### config.mk
export PLATFORM = sky130hd
export DESIGN_NAME = or1200_dc_biu_responder
export DESIGN_NICKNAME = d
export VERILOG_FILES = /design/src/rtl/or1200_dc_biu_responder.sv
export SDC_FILE = /design/constraint.sdc
export NUM_CORES = 2
export LEC_CHECK = 0
export BUFFER_PORTS_ARGS = -buffer_cell sky130_fd_sc_hd__clkbuf_2
export CAP_MARGIN = 40
export CORE_MARGIN = 2
export CORE_UTILIZATION = 41
export DETAILED_ROUTE_END_ITERATION = 16
export PLACE_DENSITY = 0.67
export SLEW_MARGIN = 10
export SYNTH_ARGS = -nofsm -noshare
export SYNTH_HDL_FRONTEND = slang
export SYNTH_SLANG_ARGS = --single-unit
### constraint.sdc
create_clock -name clk -period 9.6 [get_ports clk]
set_clock_uncertainty 0.2 [all_clocks]
set_input_delay 1.44 -clock clk [delete_from_list [all_inputs] [get_ports clk]]
set_output_delay 1.44 -clock clk [all_outputs]
set_load 0.02 [all_outputs]
### src/rtl/or1200_dc_biu_responder.sv
// Data-cache side BIU responder: answers single/4-beat read and write requests
// from a local word memory with programmable latency, beat gaps and an error window.
module or1200_dc_biu_responder #(
  parameter int          AW       = 6,
  parameter int          LATENCY  = 2,
  parameter int          BEAT_GAP = 0,
  parameter logic [31:0] ERR_BASE = 32'hFFFF0000,
  parameter logic [31:0] ERR_MASK = 32'hFFFF0000
) (
  input  logic        clk,
  input  logic        rst,
  input  logic        biu_read,
  input  logic        biu_write,
  input  logic        burst,
  input  logic [31:0] dc_addr,
  input  logic [3:0]  biu_sel,
  input  logic [31:0] biu_dat_i,
  output logic        biudata_valid,
  output logic        biudata_error,
  output logic [31:0] biu_dat_o,
  output logic [2:0]  dbg_state_o
);

  // Handshake: the requester holds biu_read or biu_write (never both) until it
  // sees the final biudata_valid or a biudata_error; dropping it early aborts.
  // Each biudata_valid pulse is one beat, registered, never overlapping an error.

  localparam int DEPTH = 1 << AW;
  localparam int WCW   = (LATENCY > 1) ? $clog2(LATENCY) : 1;
  localparam logic [WCW-1:0] WAIT_INIT = WCW'(LATENCY - 1);
  localparam logic [2:0]     GAP_INIT  = (BEAT_GAP > 0) ? 3'(BEAT_GAP - 1) : 3'd0;

  typedef enum logic [2:0] {
    S_IDLE = 3'd0,
    S_WAIT = 3'd1,
    S_BEAT = 3'd2,
    S_GAP  = 3'd3,
    S_ERR  = 3'd4
  } state_t;

  state_t          state_q, state_d;
  logic [AW-1:0]   idx_base_q, idx_base_d;
  logic            rw_q, rw_d;
  logic            err_hit_q, err_hit_d;
  logic [1:0]      beats_left_q, beats_left_d;
  logic [1:0]      beat_idx_q, beat_idx_d;
  logic [WCW-1:0]  wcnt_q, wcnt_d;
  logic [2:0]      gcnt_q, gcnt_d;
  logic            valid_q, valid_d;
  logic            error_q, error_d;
  logic [31:0]     dat_q, dat_d;
  logic            mem_we;

  logic [31:0]     mem_q [DEPTH];

  logic            req_live;
  logic [1:0]      word_off;
  logic [AW-1:0]   beat_index;

  // Wrap stays inside the 16-byte line: only the word offset advances.
  assign word_off   = idx_base_q[1:0] + beat_idx_q;
  assign beat_index = {idx_base_q[AW-1:2], word_off};
  assign req_live   = rw_q ? biu_write : biu_read;

  always_comb begin
    state_d      = state_q;
    idx_base_d   = idx_base_q;
    rw_d         = rw_q;
    err_hit_d    = err_hit_q;
    beats_left_d = beats_left_q;
    beat_idx_d   = beat_idx_q;
    wcnt_d       = wcnt_q;
    gcnt_d       = gcnt_q;
    valid_d      = 1'b0;
    error_d      = 1'b0;
    dat_d        = dat_q;
    mem_we       = 1'b0;
    case (state_q)
      S_IDLE: begin
        if (biu_read && biu_write) begin
          state_d = S_ERR;
        end else if (biu_read || biu_write) begin
          state_d      = S_WAIT;
          idx_base_d   = dc_addr[AW+1:2];
          rw_d         = biu_write;
          err_hit_d    = ((dc_addr & ERR_MASK) == ERR_BASE);
          beats_left_d = burst ? 2'd3 : 2'd0;
          beat_idx_d   = 2'd0;
          wcnt_d       = WAIT_INIT;
        end
      end
      S_WAIT: begin
        if (!req_live) begin
          state_d = S_IDLE;
        end else if (wcnt_q == '0) begin
          state_d = err_hit_q ? S_ERR : S_BEAT;
        end else begin
          wcnt_d = wcnt_q - WCW'(1);
        end
      end
      S_BEAT: begin
        if (!req_live) begin
          state_d = S_IDLE;
        end else begin
          valid_d    = 1'b1;
          mem_we     = rw_q;
          beat_idx_d = beat_idx_q + 2'd1;
          if (!rw_q) begin
            dat_d = mem_q[beat_index];
          end
          if (beats_left_q == 2'd0) begin
            state_d = S_IDLE;
          end else begin
            beats_left_d = beats_left_q - 2'd1;
            if (BEAT_GAP == 0) begin
              state_d = S_BEAT;
            end else begin
              state_d = S_GAP;
              gcnt_d  = GAP_INIT;
            end
          end
        end
      end
      S_GAP: begin
        if (!req_live) begin
          state_d = S_IDLE;
        end else if (gcnt_q == 3'd0) begin
          state_d = S_BEAT;
        end else begin
          gcnt_d = gcnt_q - 3'd1;
        end
      end
      S_ERR: begin
        error_d = 1'b1;
        state_d = S_IDLE;
      end
      default: state_d = S_IDLE;
    endcase
  end

  always_ff @(posedge clk or negedge rst) begin
    if (!rst) begin
      state_q      <= S_IDLE;
      idx_base_q   <= '0;
      rw_q         <= 1'b0;
      err_hit_q    <= 1'b0;
      beats_left_q <= 2'd0;
      beat_idx_q   <= 2'd0;
      wcnt_q       <= '0;
      gcnt_q       <= 3'd0;
      valid_q      <= 1'b0;
      error_q      <= 1'b0;
      dat_q        <= 32'd0;
    end else begin
      state_q      <= state_d;
      idx_base_q   <= idx_base_d;
      rw_q         <= rw_d;
      err_hit_q    <= err_hit_d;
      beats_left_q <= beats_left_d;
      beat_idx_q   <= beat_idx_d;
      wcnt_q       <= wcnt_d;
      gcnt_q       <= gcnt_d;
      valid_q      <= valid_d;
      error_q      <= error_d;
      dat_q        <= dat_d;
    end
  end

  // Memory is deliberately not reset; mem_we is low while reset holds IDLE.
  always_ff @(posedge clk) begin
    if (mem_we) begin
      for (int i = 0; i < 4; i++) begin
        if (biu_sel[i]) begin
          mem_q[beat_index][8*i +: 8] <= biu_dat_i[8*i +: 8];
        end
      end
    end
  end

  assign biudata_valid = valid_q;
  assign biudata_error = error_q;
  assign biu_dat_o     = dat_q;
  assign dbg_state_o   = state_q;

endmodule

==> impl_metrics.csv <==
group,metric,value,unit
global_route,grt_pass1_wl,365,mm
timing,layout_min_cycle_time,5.37,ns
global_route,track_usage,24.1,%
clock_tree,cts_setup_buffers,0,
worst_setup_path,endpoint_kind,"flip-flop",
yosys,synth_top_area_cell,"edfxtp_1",
timing,min_period_over_period,56.0,%
clock_tree,holdBufCountCts,0,
place,placed_cells,8295,
global_route,grt_max_degree,144,
clock_tree,clock-sinks,2101,
yosys,ys_ff_latch,2101,
route,vias,53103,
yosys,synth_xor_area_share,0.0859,%
pwr,peakVddDrop,0.000464,V
yosys,synth_compound_area_share,6.33,%
floorplan,std_cell_rows,166,
clock_tree,cts_max_level,4,
route,totalWireLength,258,mm
place,place_congestion,0.874,
yosys,syn_inst,5676,
yosys,yosysSeqAreaShare,74.3,%
timing,fmax,186,MHz
outcome,status,"complete, no violations",
clock_tree,insertion_delay,0.86,ns
route,drtIter0Drc,7871,
timing,tightest_slew,0.997,ns
place,portBuffers,99,
yosys,synth_mux_area_share,7.45,%
yosys,synth_top_area_share,72.8,%
timing,finalWorstSetupSlack,4.23,ns
finish,drive_gt1_share,12.5,%
yosys,synth.area.top_cells,"edfxtp_1 73%, mux2i_1 5.3%, nand2_1 3.7%",
finish,num-nets-final,5893,
hold_path,hold_path.class,"input port to async pin",
timing,rsz0062_at_grt,"no",
place,post-dp-hpwl,161,mm
place,pre_cts_ws,4.21,ns
yosys,synth_adder_area_share,0.0888,%
finish,area_delta_synth_final,12.9,%
global_route,grt_pass1_vias,50549,
yosys,yosysWarnings,0,
worst_setup_path,worstPathArrival,5.64,ns
route,wire_per_inst,29.7,µm
yosys,syn_area,84500,µm²
finish,design_area,95400,µm²
clock_tree,cts_resized,0,
timing,report.final.setup_viol,0,
clock_tree,cts_max_path_buffers,3,
route,viasPerCell,6.11,
timing,relSlewSlack,33.3,%
global_route,antenna_found_initial,21,
yosys,synthTopCellsByCount,"2048 x edfxtp_1, 837 x nand2_1, 451 x mux2i_1, 397 x nor2_1, 250 x clkbuf_1",
yosys,synth_fp_nets,5755,
timing,report.final.slew_viol_count,0,
route,first_pass_iters,6,
place,postPlaceCellArea,88800,µm²
yosys,synth_edf_count,2048,
clock_tree,cts-root-buf,"clkbuf_16",
pwr,p_total,30.7,mW
yosys,synth_most_common_cell,"edfxtp_1",
pwr,power_density,321,nW/µm²
global_route,grt_overflow,0,
worst_setup_path,cp-start-kind,"flip-flop",
floorplan,core-area,205000,µm²
yosys,synth-simple-area-share,9.64,%
yosys,synth_top_family_by_area,"simple AND/OR/NAND/NOR gates",
timing,tns,0,ns
floorplan,die-height,458,µm
yosys,synth-main-ff-cell,"edfxtp_1",
finish,fillers,17266,
yosys,synth.distinct_cells,62,
worst_setup_path,cp_max_fo,40,
worst_setup_path,critPathRequiredTime,9.86,ns
floorplan,ioPinCount,110,
route,postRouteAntennaNets,0,
flow_run,cap_viol_max_count,0,
clock_tree,cts_tree,"yes",
route,drc,0,
floorplan,floorplan.die_area,210000,µm²
worst_setup_path,path_class,"flip-flop to flip-flop",
clock_tree,path_clk_slew,0.06,ns
yosys,synth.avg_cell_area,14.9,µm²
floorplan,die_w,458,µm
finish,stdcell_count,8686,
pwr,p_leak,31.2,nW
timing,finalHoldViolations,0,
clock_tree,cts_buffers,198,
floorplan,initial_core_util,41.3,%
yosys,synthArstFlopShare,2.52,%
-- cells by family after synthesis --
group,count (synthesis)
and+or+nand+nor,1834
muxes,552
buffers and inverters,395
xor gates and xnor gates,5
adders and majority gates,6
AOI/OAI and AO/OA,783
DFF,2101
-- flip-flops by register name, indices dropped and copies added (netlist names) --
| signal | cells |
|---|---|
| idx_base_q | 6 |
| dbg_state_o | 3 |
| biu_dat_o | 32 |
| biudata_valid | 1 |
| beat_idx_q | 2 |
| biudata_error | 1 |
| mem_q | 2048 |
| wcnt_q | 1 |
| rw_q | 1 |
| err_hit_q | 1 |
| beats_left_q | 2 |
| gcnt_q | 3 |
-- path summary, 6_finish.rpt --
check                                      from         endpoint  slack (ns)  cells after the start
worst max-delay path              idx_base_q[2]     mem_q[7][22]        4.23                      6
worst min-delay path                        rst    idx_base_q[1]        0.31                      1
worst max register to register    idx_base_q[2]     mem_q[7][22]        4.23                      6
worst min register to register  beats_left_q[1]  beats_left_q[1]        0.32                      2
max in group asynchronous                   rst    idx_base_q[2]        7.71                      2
min in group clk                beats_left_q[1]  beats_left_q[1]        0.32                      2
-- worst max-delay path, stage by stage, from the launching register on --
cell     delay, ns
dfrtp_4       0.81
buf_4         0.64
and2_4        0.67
buf_4         0.59
nand2_2       0.64
buf_4         0.56
nor2_1        0.80
-- metrics by stage --
| stage | utilization [%] | hold WS (ns) |
|---|---|---|
| floorplan | - | 0.282 |
| global placement | 42.9 | 0.300 |
| detailed placement | 43.4 | 0.316 |
| CTS | 46.5 | 0.256 |
| global route | 46.6 | 0.308 |
| finish | 46.6 | 0.307 |
-- cell usage in the layout, fill, tap and decap left out, drive strengths merged, types with 17 or more instances in the layout --
master and instances:
clkinv 83, a32o 21, o21ai 32, o311ai 26, nand3 222, nand2 837, a211oi 34, edfxtp 2048
nor3 22, a21oi 166, nor2 397, buf 219, bufinv 17, nor4 69, dfrtp 53, a31oi 88
o22ai 206, o221ai 32, mux2 44, and3 75, or4 39, o2111ai 24, a2111oi 54, mux2i 451
mux4 57, or3 84, clkbuf 362, a311oi 44, nand4 51
-- report_power, final --
group / internal, mW / switching [mW] / leakage, nW
Clock: 4.41 / 3.44 / 3.16
Sequential: 10.2 / 0.270 / 19.0
Combinational: 3.72 / 8.66 / 9.01
-- layout make-up --
type | count | area (µm²) | area share [%]
inverter | 13 | 48.8 | 0.0511
clock inverter | 107 | 1100 | 1.15
sequential | 2101 | 62800 | 65.8
clock buffer | 264 | 5380 | 5.63
multi-input combinational | 3180 | 20100 | 21.1
antenna | 13 | 32.5 | 0.0341
tap | 2688 | 3360 | 3.52
timing repair buffer | 320 | 2550 | 2.68
-- layer usage --
metal  vias up  routed length (µm)  global-route usage, %
li1      22341                   -                      -
met1     26581               94600                   31.2
met2      3455              117000                   37.1
met3       720               28900                   5.50
met4         6               16900                   14.0
met5         -                  55                      0
No activity file was read; power rests on OpenSTA's default activity.
